## config.mk

```make
export PLATFORM = sky130hd
export DESIGN_NAME = fpu_addsub_issue_ctrl
export DESIGN_NICKNAME = d
export VERILOG_FILES = /design/src/rtl/fpu_addsub_pkg.sv /design/src/rtl/fpu_rsp_fifo.sv /design/src/rtl/fpu_addsub_issue_ctrl.sv
export SDC_FILE = /design/constraint.sdc
export NUM_CORES = 1
export LEC_CHECK = 0
export ABC_AREA = 1
export CAP_MARGIN = 20
export CORE_MARGIN = 2
export CORE_UTILIZATION = 48
export CTS_CLUSTER_SIZE = 10
export DETAILED_ROUTE_END_ITERATION = 8
export PLACE_DENSITY_LB_ADDON = 0.12
export SLEW_MARGIN = 20
export SYNTH_ARGS = -nofsm -noshare
export SYNTH_HDL_FRONTEND = slang
export SYNTH_SLANG_ARGS = --single-unit
```

## constraint.sdc

```tcl
create_clock -name clk -period 5.2 [get_ports clk]
set_clock_uncertainty 0.2 [all_clocks]
set_input_delay 0.52 -clock clk [delete_from_list [all_inputs] [get_ports clk]]
set_output_delay 0.52 -clock clk [all_outputs]
set_load 0.01 [all_outputs]
```

## src/rtl/fpu_addsub_pkg.sv

```systemverilog
// Shared types and constants for the FP add/sub issue controller.
//   DATA_SIZE      operand/result width (IEEE-754 single)
//   TAG_W          requester tag width, carried through untouched
//   rsp_entry_t    one response FIFO entry {result, ovf, id, tag}
//   trk_entry_t    one in-flight tracker slot {valid, id, tag}
package fpu_addsub_pkg;

   localparam int EXPONENT_SIZE = 8;
   localparam int FRACTION_SIZE = 23;
   localparam int DATA_SIZE     = 1 + EXPONENT_SIZE + FRACTION_SIZE;
   localparam int TAG_W         = 4;

   typedef struct packed {
      logic [DATA_SIZE-1:0] result;
      logic                 ovf;
      logic                 id;
      logic [TAG_W-1:0]     tag;
   } rsp_entry_t;

   typedef struct packed {
      logic             valid;
      logic             id;
      logic [TAG_W-1:0] tag;
   } trk_entry_t;

endpackage

```

## src/rtl/fpu_rsp_fifo.sv

```systemverilog
// First-word fall-through response FIFO.
//   clk, rst        clock, synchronous active-high reset (pointers only)
//   push, push_data write port; a push while full is taken only with a pop
//   pop             read strobe; ignored while empty
//   head_data       current head entry (valid while !empty)
//   empty           no entries stored
// Pointers carry one extra wrap bit so full and empty are distinguishable.
module fpu_rsp_fifo #(
   parameter int DEPTH = 4,
   parameter int WIDTH = 8
) (
   input  logic             clk,
   input  logic             rst,
   input  logic             push,
   input  logic [WIDTH-1:0] push_data,
   input  logic             pop,
   output logic [WIDTH-1:0] head_data,
   output logic             empty
);

   localparam int AW = $clog2(DEPTH);

   logic [AW:0]      wr_ptr_q, wr_ptr_d;
   logic [AW:0]      rd_ptr_q, rd_ptr_d;
   logic [WIDTH-1:0] mem_q [DEPTH];
   logic [WIDTH-1:0] mem_d [DEPTH];
   logic             full;
   logic             do_push;
   logic             do_pop;

   assign empty     = (wr_ptr_q == rd_ptr_q);
   assign full      = (wr_ptr_q[AW] != rd_ptr_q[AW]) &&
                      (wr_ptr_q[AW-1:0] == rd_ptr_q[AW-1:0]);
   assign do_pop    = pop && !empty;
   assign do_push   = push && (!full || do_pop);
   assign head_data = mem_q[rd_ptr_q[AW-1:0]];

   always_comb begin
      wr_ptr_d = wr_ptr_q;
      rd_ptr_d = rd_ptr_q;
      mem_d    = mem_q;
      if (do_push) begin
         mem_d[wr_ptr_q[AW-1:0]] = push_data;
         wr_ptr_d = wr_ptr_q + (AW+1)'(1);
      end
      if (do_pop) begin
         rd_ptr_d = rd_ptr_q + (AW+1)'(1);
      end
   end

   always_ff @(posedge clk) begin
      if (rst) begin
         wr_ptr_q <= '0;
         rd_ptr_q <= '0;
      end else begin
         wr_ptr_q <= wr_ptr_d;
         rd_ptr_q <= rd_ptr_d;
      end
      mem_q <= mem_d;
   end

endmodule

```

## src/rtl/fpu_addsub_issue_ctrl.sv

```systemverilog
// Issue controller for the shared, fixed-latency, non-stallable FP add/sub
// datapath. Two requesters are arbitrated round-robin; each issued op's
// {id, tag} rides a tracker aligned with the datapath, and results land in a
// credit-protected FWFT response FIFO.
//   clk, rst                    clock, synchronous active-high reset
//   reqN_valid/ready            N=0,1 request handshake (ready = grant)
//   reqN_a/_b/_sub/_tag         operands, 1=A-B, requester tag
//   pipe_in_valid/_a/_b/_sub    issue to datapath, combinational from grant
//   pipe_result, pipe_ovf       datapath output, PIPE_LATENCY after issue
//   rsp_valid/ready             response FIFO head handshake
//   rsp_result/_ovf/_id/_tag    response FIFO head contents
//   ovf_sticky, ovf_clr         per-requester overflow sticky bits
//                               (only with FPU_ADDSUB_OVF_STICKY_EN)
//   busy                        op in flight or FIFO non-empty
// Optional feature macro: FPU_ADDSUB_OVF_STICKY_EN
module fpu_addsub_issue_ctrl
   import fpu_addsub_pkg::*;
#(
   parameter int PIPE_LATENCY = 4,
   parameter int FIFO_DEPTH   = 4
) (
   input  logic                 clk,
   input  logic                 rst,
   input  logic                 req0_valid,
   output logic                 req0_ready,
   input  logic [DATA_SIZE-1:0] req0_a,
   input  logic [DATA_SIZE-1:0] req0_b,
   input  logic                 req0_sub,
   input  logic [TAG_W-1:0]     req0_tag,
   input  logic                 req1_valid,
   output logic                 req1_ready,
   input  logic [DATA_SIZE-1:0] req1_a,
   input  logic [DATA_SIZE-1:0] req1_b,
   input  logic                 req1_sub,
   input  logic [TAG_W-1:0]     req1_tag,
   output logic                 pipe_in_valid,
   output logic [DATA_SIZE-1:0] pipe_a,
   output logic [DATA_SIZE-1:0] pipe_b,
   output logic                 pipe_sub,
   input  logic [DATA_SIZE-1:0] pipe_result,
   input  logic                 pipe_ovf,
   output logic                 rsp_valid,
   input  logic                 rsp_ready,
   output logic [DATA_SIZE-1:0] rsp_result,
   output logic                 rsp_ovf,
   output logic                 rsp_id,
   output logic [TAG_W-1:0]     rsp_tag,
`ifdef FPU_ADDSUB_OVF_STICKY_EN
   output logic [1:0]           ovf_sticky,
   input  logic [1:0]           ovf_clr,
`endif
   output logic                 busy
);

   localparam int CRED_W = $clog2(FIFO_DEPTH) + 1;

   logic [CRED_W-1:0] credits_q, credits_d;
   logic              last_grant_q, last_grant_d;
   trk_entry_t        trk_q [PIPE_LATENCY];
   trk_entry_t        trk_d [PIPE_LATENCY];

   logic              credit_ok;
   logic              grant0, grant1;
   logic              issue;
   logic              pop;
   logic              push;
   logic              fifo_empty;
   logic              trk_any;
   rsp_entry_t        push_entry;
   rsp_entry_t        head_entry;

   // Credits cover both in-flight ops and FIFO entries, so a granted issue
   // always has a FIFO slot waiting when its result emerges.
   assign credit_ok = (credits_q != '0) && !rst;
   assign grant0    = credit_ok && req0_valid && (!req1_valid || last_grant_q);
   assign grant1    = credit_ok && req1_valid && (!req0_valid || !last_grant_q);
   assign issue     = grant0 || grant1;

   assign req0_ready    = grant0;
   assign req1_ready    = grant1;
   assign pipe_in_valid = issue;
   assign pipe_a        = grant0 ? req0_a   : (grant1 ? req1_a   : '0);
   assign pipe_b        = grant0 ? req0_b   : (grant1 ? req1_b   : '0);
   assign pipe_sub      = grant0 ? req0_sub : (grant1 ? req1_sub : 1'b0);

   assign push                = trk_q[PIPE_LATENCY-1].valid;
   assign push_entry.result   = pipe_result;
   assign push_entry.ovf      = pipe_ovf;
   assign push_entry.id       = trk_q[PIPE_LATENCY-1].id;
   assign push_entry.tag      = trk_q[PIPE_LATENCY-1].tag;

   assign rsp_valid  = !fifo_empty;
   assign pop        = rsp_valid && rsp_ready;
   assign rsp_result = head_entry.result;
   assign rsp_ovf    = head_entry.ovf;
   assign rsp_id     = head_entry.id;
   assign rsp_tag    = head_entry.tag;
   assign busy       = trk_any || !fifo_empty;

   fpu_rsp_fifo #(
      .DEPTH (FIFO_DEPTH),
      .WIDTH ($bits(rsp_entry_t))
   ) u_rsp_fifo (
      .clk       (clk),
      .rst       (rst),
      .push      (push),
      .push_data (push_entry),
      .pop       (pop),
      .head_data (head_entry),
      .empty     (fifo_empty)
   );

   always_comb begin
      trk_any = 1'b0;
      for (int i = 0; i < PIPE_LATENCY; i++) begin
         trk_any = trk_any || trk_q[i].valid;
      end
   end

   always_comb begin
      trk_d[0].valid = issue;
      trk_d[0].id    = grant1;
      trk_d[0].tag   = grant1 ? req1_tag : req0_tag;
      for (int i = 1; i < PIPE_LATENCY; i++) begin
         trk_d[i] = trk_q[i-1];
      end
   end

   always_comb begin
      credits_d = credits_q;
      unique case ({issue, pop})
         2'b10:   credits_d = credits_q - CRED_W'(1);
         2'b01:   credits_d = credits_q + CRED_W'(1);
         default: credits_d = credits_q;
      endcase
      last_grant_d = issue ? grant1 : last_grant_q;
   end

`ifdef FPU_ADDSUB_OVF_STICKY_EN
   logic [1:0] ovf_sticky_q, ovf_sticky_d;

   assign ovf_sticky = ovf_sticky_q;

   // Clear first, then set, so a set landing with a clear is kept.
   always_comb begin
      ovf_sticky_d = ovf_sticky_q & ~ovf_clr;
      if (push && pipe_ovf) begin
         ovf_sticky_d[push_entry.id] = 1'b1;
      end
   end
`endif

   always_ff @(posedge clk) begin
      if (rst) begin
         credits_q    <= CRED_W'(FIFO_DEPTH);
         last_grant_q <= 1'b1;
         for (int i = 0; i < PIPE_LATENCY; i++) begin
            trk_q[i] <= '0;
         end
`ifdef FPU_ADDSUB_OVF_STICKY_EN
         ovf_sticky_q <= 2'b00;
`endif
      end else begin
         credits_q    <= credits_d;
         last_grant_q <= last_grant_d;
         trk_q        <= trk_d;
`ifdef FPU_ADDSUB_OVF_STICKY_EN
         ovf_sticky_q <= ovf_sticky_d;
`endif
      end
   end

endmodule
```

==> results by group, run 1 <==
Floorplanning
  – Die H: 130 um
  – Core Area: 15,800 um^2
  – Rows: 46
  – Chip Width: 130 um
  – IO Count: 284
  – Full die area: 17,000 um^2
  – Starting Density: 0.487

Timing
  – Worst-Margin Slew: 859 ps
  – Setup-failing EPs final: 0
  – Final min period: 3880 ps
  – Tcrit/Tclk final: 0.746
  – Max-slew headroom: 0.427
  – Setup TNS: 0 ps
  – Final hold violations: 0
  – Slew Limit Fails: 0
  – Max Fclk: 258 MHz
  – Unrepaired setup endpoints after global routing: no

Routing
  – DR DRC count: 0
  – Avg Vias per Cell: 5.39
  – DR vias: 6,053
  – Antenna-violating nets left: 0
  – Routed WL per cell: 20.8 um
  – TritonRoute pass-1 iters: 5
  – Iteration-0 DRC Markers: 493
  – Total Wirelength: 23,400 um

Clock tree
  – Clock tree buffer depth: 2
  – Post-CTS setup buffer count: 0
  – CTS tree: built
  – Root Buffer: clkbuf_16
  – Reg clk slew, reported paths: 70 ps
  – Worst skew pair latency: 420 ps
  – CTS buffer count: 17
  – H-tree levels: 4
  – Clk sinks: 186
  – Resized cells post-CTS: 0
  – Hold bufs inserted after CTS: 0

Synthesis
  – Largest area contributor in the netlist: edfxtp_1
  – Area of the mapped netlist: 7680 um^2
  – Synth cell count leaders: edfxtp_1 (152), nor2_1 (118), o21ai_0 (74), a22o_1 (65), o22ai_1 (38)
  – Synthesized instance count: 621
  – Yosys warns: 0
  – Post-synth EDFFs: 152
  – Mapped Nets: 804
  – Prevailing post-synth register cell: edfxtp_1
  – Distinct cell type count after synthesis: 33
  – Post-synth top area share: 0.594
  – Asr flop ratio synth: 0
  – Post-synthesis register bit count: 186
  – Avg Inst Size Synth: 12.4 um^2
  – Top-count cell post-synth: edfxtp_1
  – Post-synthesis sequential area ratio: 0.683
  – Largest cells by area after synthesis: edfxtp_1 (59%), dfxtp_1 (8.9%), a22o_1 (7.4%)

Power
  – Peak VDD IR: 0.000265 V
  – Pwr dens: 337 nW/um^2
  – Leak: 0.00399 uW

Global route
  – Initial antenna violation count: 0
  – Gr ovfl total: 0
  – Largest net degree at the start of global routing: 63
  – Vias in the first global route: 6,039
  – Overall Global Routing Usage: 0.272
  – First-pass GRT wire length: 33,900 um

Finish
  – Share of layout cells above drive strength 1: 0.0684
  – N_diodes: 0
  – Seq. cell area: 5250 um^2
  – Layout Nets: 1,076
  – Final Non-Filler Cells: 1,122
  – Area added between synthesis and finish: 45.8%
  – Fillers: 1,150
  – Multi-input gate area: 2060 um^2

Setup path
  – Worst Path Max Fanout: 38
  – Crit start category: input port
  – WP data arrival: 3160 ps
  – Reg2Reg Setup Slack: 2150 ps
  – Crit Path Class: input port to output pin
  – Crit end category: output pin
  – Worst EP required: 4480 ps

Place
  – PortBufs: 283
  – GPL Wtd Cong: 1.06
  – Placed cell count: 1,090
  – Final HPWL DP: 16,600 um

Run
  – Max_cap viols: 0

Hold path
  – Tightest Hold Check Type: flop to flop

Status
  – Status: complete, no violations
[cell families (layout without fill, tap and decap cells)]
| kind of cell | after synthesis | count (layout) | synth area share |
|---|---|---|---|
| fa+ha+maj | 7 | 7 | 0.0124 |
| buf+inv | 79 | 364 | 0.0528 |
| flops | 186 | 186 | 0.683 |
| xor+xnor | 3 | 3 | 0.00342 |
| simple gates | 154 | 154 | 0.0833 |
| compound gates | 192 | 192 | 0.165 |
[power by group]
part | leakage [uW] | switching, uW | internal (uW)
Sequential | 0.00165 | 33.6 | 1640
Combinational | 0.00206 | 426 | 481
Clock | 0.000279 | 552 | 638
Total | 0.00399 | 1010 | 2760
[critical path: stages]
cell and delay (ps):
clkdlybuf4s50_1 390, buf_4 230, inv_8 110, nand2_4 80, nor2_4 640, buf_4 390, a22o_1 210, clkdlybuf4s50_1 550
[metal layers]
metal  GRT usage  routed length [um]  up-vias
li1            -                   -     2815
met1       0.332                9530     2977
met2       0.491               12100      243
met3      0.0660                1480       18
met4      0.0613                 221        0
met5           0                   0        -
[worst paths after layout]
check,startpoint,cells after the start,to
worst max-delay path,rst,8,pipe_a[23]
worst min-delay path,trk_d[6],2,trk_d[0]
worst max register to register,u_rsp_fifo.rd_ptr_q[0],12,credits_q[1]
worst min register to register,trk_d[6],2,trk_d[0]
[registers in the layout, indices dropped and copies added, names as in the netlist]
signal / cells
push: 1
u_rsp_fifo.mem_q: 152
trk_d: 18
u_rsp_fifo.wr_ptr_q: 3
credits_q: 3
push_entry: 5
u_rsp_fifo.rd_ptr_q: 3
last_grant_q: 1
[cells in the final DEF (no fill, tap or decap), drive strengths merged]
cell type      netlist  layout
nand4                1       1
clkdlybuf4s50        0     283
fa                   1       1
clkinv               0       3
ha                   6       6
edfxtp             152     152
nand3                6       6
nand3b               1       1
dfxtp               34      34
a22o                65      65
clkbuf              19      19
o22ai               38      38
xor2                 3       3
or2                  1       1
buf                 23      12
nor3                 1       1
nand2               23      23
nor2               121     121
inv                 37      47
o21ai               83      83
a21oi                6       6
[final cells by class]
class                      count  area share
sequential                   186       0.469
timing repair buffer         295       0.261
clock buffer                  19      0.0396
clock inverter                13     0.00950
tap                          216      0.0241
inverter                      37      0.0131
multi-input combinational    356       0.184
[per-stage QoR]
| step | utilization | hold slack (ps) | worst slack [ps] | cell area, um^2 | total power [uW] |
|---|---|---|---|---|---|
| detailed placement | 0.675 | 192 | 1340 | 10600 | 2610 |
| global placement | 0.675 | 192 | 1400 | 10600 | 2590 |
| finish | 0.710 | 199 | 1320 | 11200 | 3770 |
| floorplan | - | 188 | 2110 | 7680 | 2110 |
| global route | 0.710 | 221 | 1220 | 11200 | 3910 |
| CTS | 0.710 | 202 | 1330 | 11200 | 3790 |
Power figures use the tool's default switching activity.
==> run 2, diff against run 1 <==
- CORE_UTILIZATION: 48 -> 40
- clock period: 5.2 -> 3.2 ns (I/O delays scaled with it)
==> run 2 against run 1 <==
  * Design area grew 1.5%
  * Clock-buffer cell count grew 4
  * Largest power group unchanged
  * Routed wire length grew 5.8%
  * Die area grew 19%
  * Critical path depth shrank 4
==> results by group, run 2 (synthesis gave the netlist of run 1 again) <==
Finish
  – Final core occ: 0.605 (-0.105)
  – Fillers: 1,454 (+26%)
  – Most frequent cells in the layout: clkdlybuf4s50_1 (281), edfxtp_1 (152), nor2_1 (114)
  – Share of layout cells above drive strength 1: 0.0755 (+0.00706)
  – Layout Nets: 1,084 (+0.74%)
  – Final Non-Filler Cells: 1,153 (+2.8%)
  – Biggest register: u_rsp_fifo.mem_q
  – Design area: 11,400 um^2 (+1.5%)
  – Max reg flops: 152 (unchanged)
  – Area added between synthesis and finish: 47.9%
  – Commonest non-fill, non-tap cell in the layout: clkdlybuf4s50_1

Clock tree
  – Clock tree buffer depth: 2 (unchanged)
  – Post-CTS setup buffer count: 0 (unchanged)
  – H-tree levels: 4 (unchanged)
  – Worst skew pair latency: 420 ps (about the same)
  – CTS tree: built
  – CTS buffer count: 17 (unchanged)
  – Reg clk slew, reported paths: 70 ps (about the same)
  – Root Buffer: clkbuf_16
  – Resized cells post-CTS: 0 (unchanged)
  – Clk sinks: 186 (unchanged)
  – Hold bufs inserted after CTS: 0 (unchanged)

Timing
  – Final hold violations: 0 (unchanged)
  – Max-slew headroom: 0.604 (+0.177)
  – Setup-failing EPs final: 0 (unchanged)
  – Setup TNS: 0 ps (unchanged)
  – Max Fclk: 330 MHz
  – Tcrit/Tclk final: 0.946
  – Worst-Margin Slew: 594 ps (-265 ps)
  – Slew Limit Fails: 0 (unchanged)
  – Unrepaired setup endpoints after global routing: no
  – Final min period: 3030 ps

Setup path
  – Crit-path slowest cell: dfxtp_2
  – Crit-path max cell delay: 710 ps (+70 ps)
  – Reg2Reg Setup Slack: 490 ps (-1660 ps)
  – Crit start category: flop
  – WP data arrival: 2510 ps (-650 ps)
  – Worst Path Max Fanout: 29 (-24%)
  – Crit end category: output pin
  – Beginning of the critical path: u_rsp_fifo.rd_ptr_q[0]
  – Crit Path Class: flop to output pin
  – Delay-heaviest family, CP: buffers and inverters
  – Buffer and inverter count on the worst path: 2 (-3)
  – Critical Path, Cell by Cell: buf_4 -> o21ai_0 -> o22ai_1 -> clkdlybuf4s50_1
  – Worst EP required: 2680 ps (-1800 ps)
  – Worst r2r src: u_rsp_fifo.rd_ptr_q[1]

Floorplanning
  – Chip Width: 143 um (+9.3%)
  – Full die area: 20,300 um^2 (+19%)
  – Die H: 143 um (+9.3%)
  – Rows: 50 (+8.7%)
  – Starting Density: 0.409 (-0.0778)
  – Core Area: 18,800 um^2 (+19%)
  – IO Count: 284 (unchanged)

Global route
  – First-pass GRT wire length: 36,100 um (+6.5%)
  – Largest net degree at the start of global routing: 68 (+7.9%)
  – Initial antenna violation count: 5 (+5)
  – Gr ovfl total: 0 (unchanged)
  – Vias in the first global route: 6,128 (+1.5%)
  – Met1 GRT Util: 0.283 (-0.0497)
  – GR peak layer: met2
  – Met3 Use GR: 0.0720 (+0.00604)
  – Grt met2 use: 0.427 (-0.0637)
  – Overall Global Routing Usage: 0.244 (-0.0281)

Place
  – PortBufs: 283 (unchanged)
  – GPL Wtd Cong: 0.979 (-7.7%)
  – Placed cell area: 10,700 um^2 (+0.96%)
  – Final HPWL DP: 17,800 um (+7.4%)
  – Placed cell count: 1,116 (+2.4%)

Hold path
  – Hold path start: trk_d[2]
  – Tightest Hold Check Type: flop to flop

Status
  – Status: complete, no violations

Routing
  – TritonRoute pass-1 iters: 4 (-1)
  – Antenna-violating nets left: 0 (unchanged)
  – Total Wirelength: 24,700 um (+5.8%)
  – Avg Vias per Cell: 5.22 (-3.2%)
  – Iteration-0 DRC Markers: 363 (-26%)
  – DR vias: 6,019 (-0.56%)
  – DR DRC count: 0 (unchanged)
  – Routed WL per cell: 21.5 um (+3.0%)

Power
  – Total design power: 6340 uW (+68%)
  – Leak: 0.00404 uW (+1.4%)
  – Pwr dens: 558 nW/um^2 (+66%)
  – Peak VDD IR: 0.000244 V (-8.1%)

Run
  – Max_cap viols: 0 (unchanged)
[run 2: cell type report]
class | instances | area, um^2 | share of cell area
antenna | 5 | 12.5 | 0.00110
clock buffer | 23 | 458 | 0.0403
clock inverter | 9 | 143 | 0.0126
inverter | 37 | 146 | 0.0129
multi-input combinational | 356 | 2060 | 0.181
sequential | 186 | 5250 | 0.462
tap | 234 | 293 | 0.0258
timing repair buffer | 303 | 3000 | 0.264
[run 2: stage by stage]
| step | hold WS (ps) | setup slack [ps] |
|---|---|---|
| after floorplan | 188 | 111 |
| after global placement | 189 | 278 |
| after detailed placement | 196 | 231 |
| after CTS | 205 | 155 |
| after global routing | 215 | 9.39 |
| final | 201 | 172 |
[run 2: worst min-delay path, cell delays in order (launching register included)]
cell and delay [ps]:
dfxtp_1 300, inv_1 40, nor2_1 30
[run 2: worst paths after layout]
path,depth (start not counted),endpoint
worst max-delay path,4,rsp_tag[1]
worst min-delay path,2,push_entry[2]
worst max register to register,14,credits_q[2]
worst min register to register,2,push_entry[2]
[run 2: report_power, final]
part / leakage (uW) / internal (uW) / switching (uW) / total (uW)
clock: 0.000284 / 1260 / 852 / 2110
combinational: 0.00211 / 796 / 727 / 1520
sequential: 0.00165 / 2660 / 44.7 / 2710
[run 2: routing by layer]
| layer | up-vias | wire [um] |
|---|---|---|
| li1 | 2837 | - |
| met1 | 2947 | 9770 |
| met2 | 207 | 12800 |
| met5 | - | 0 |
| met3 | 28 | 1590 |
| met4 | 0 | 557 |
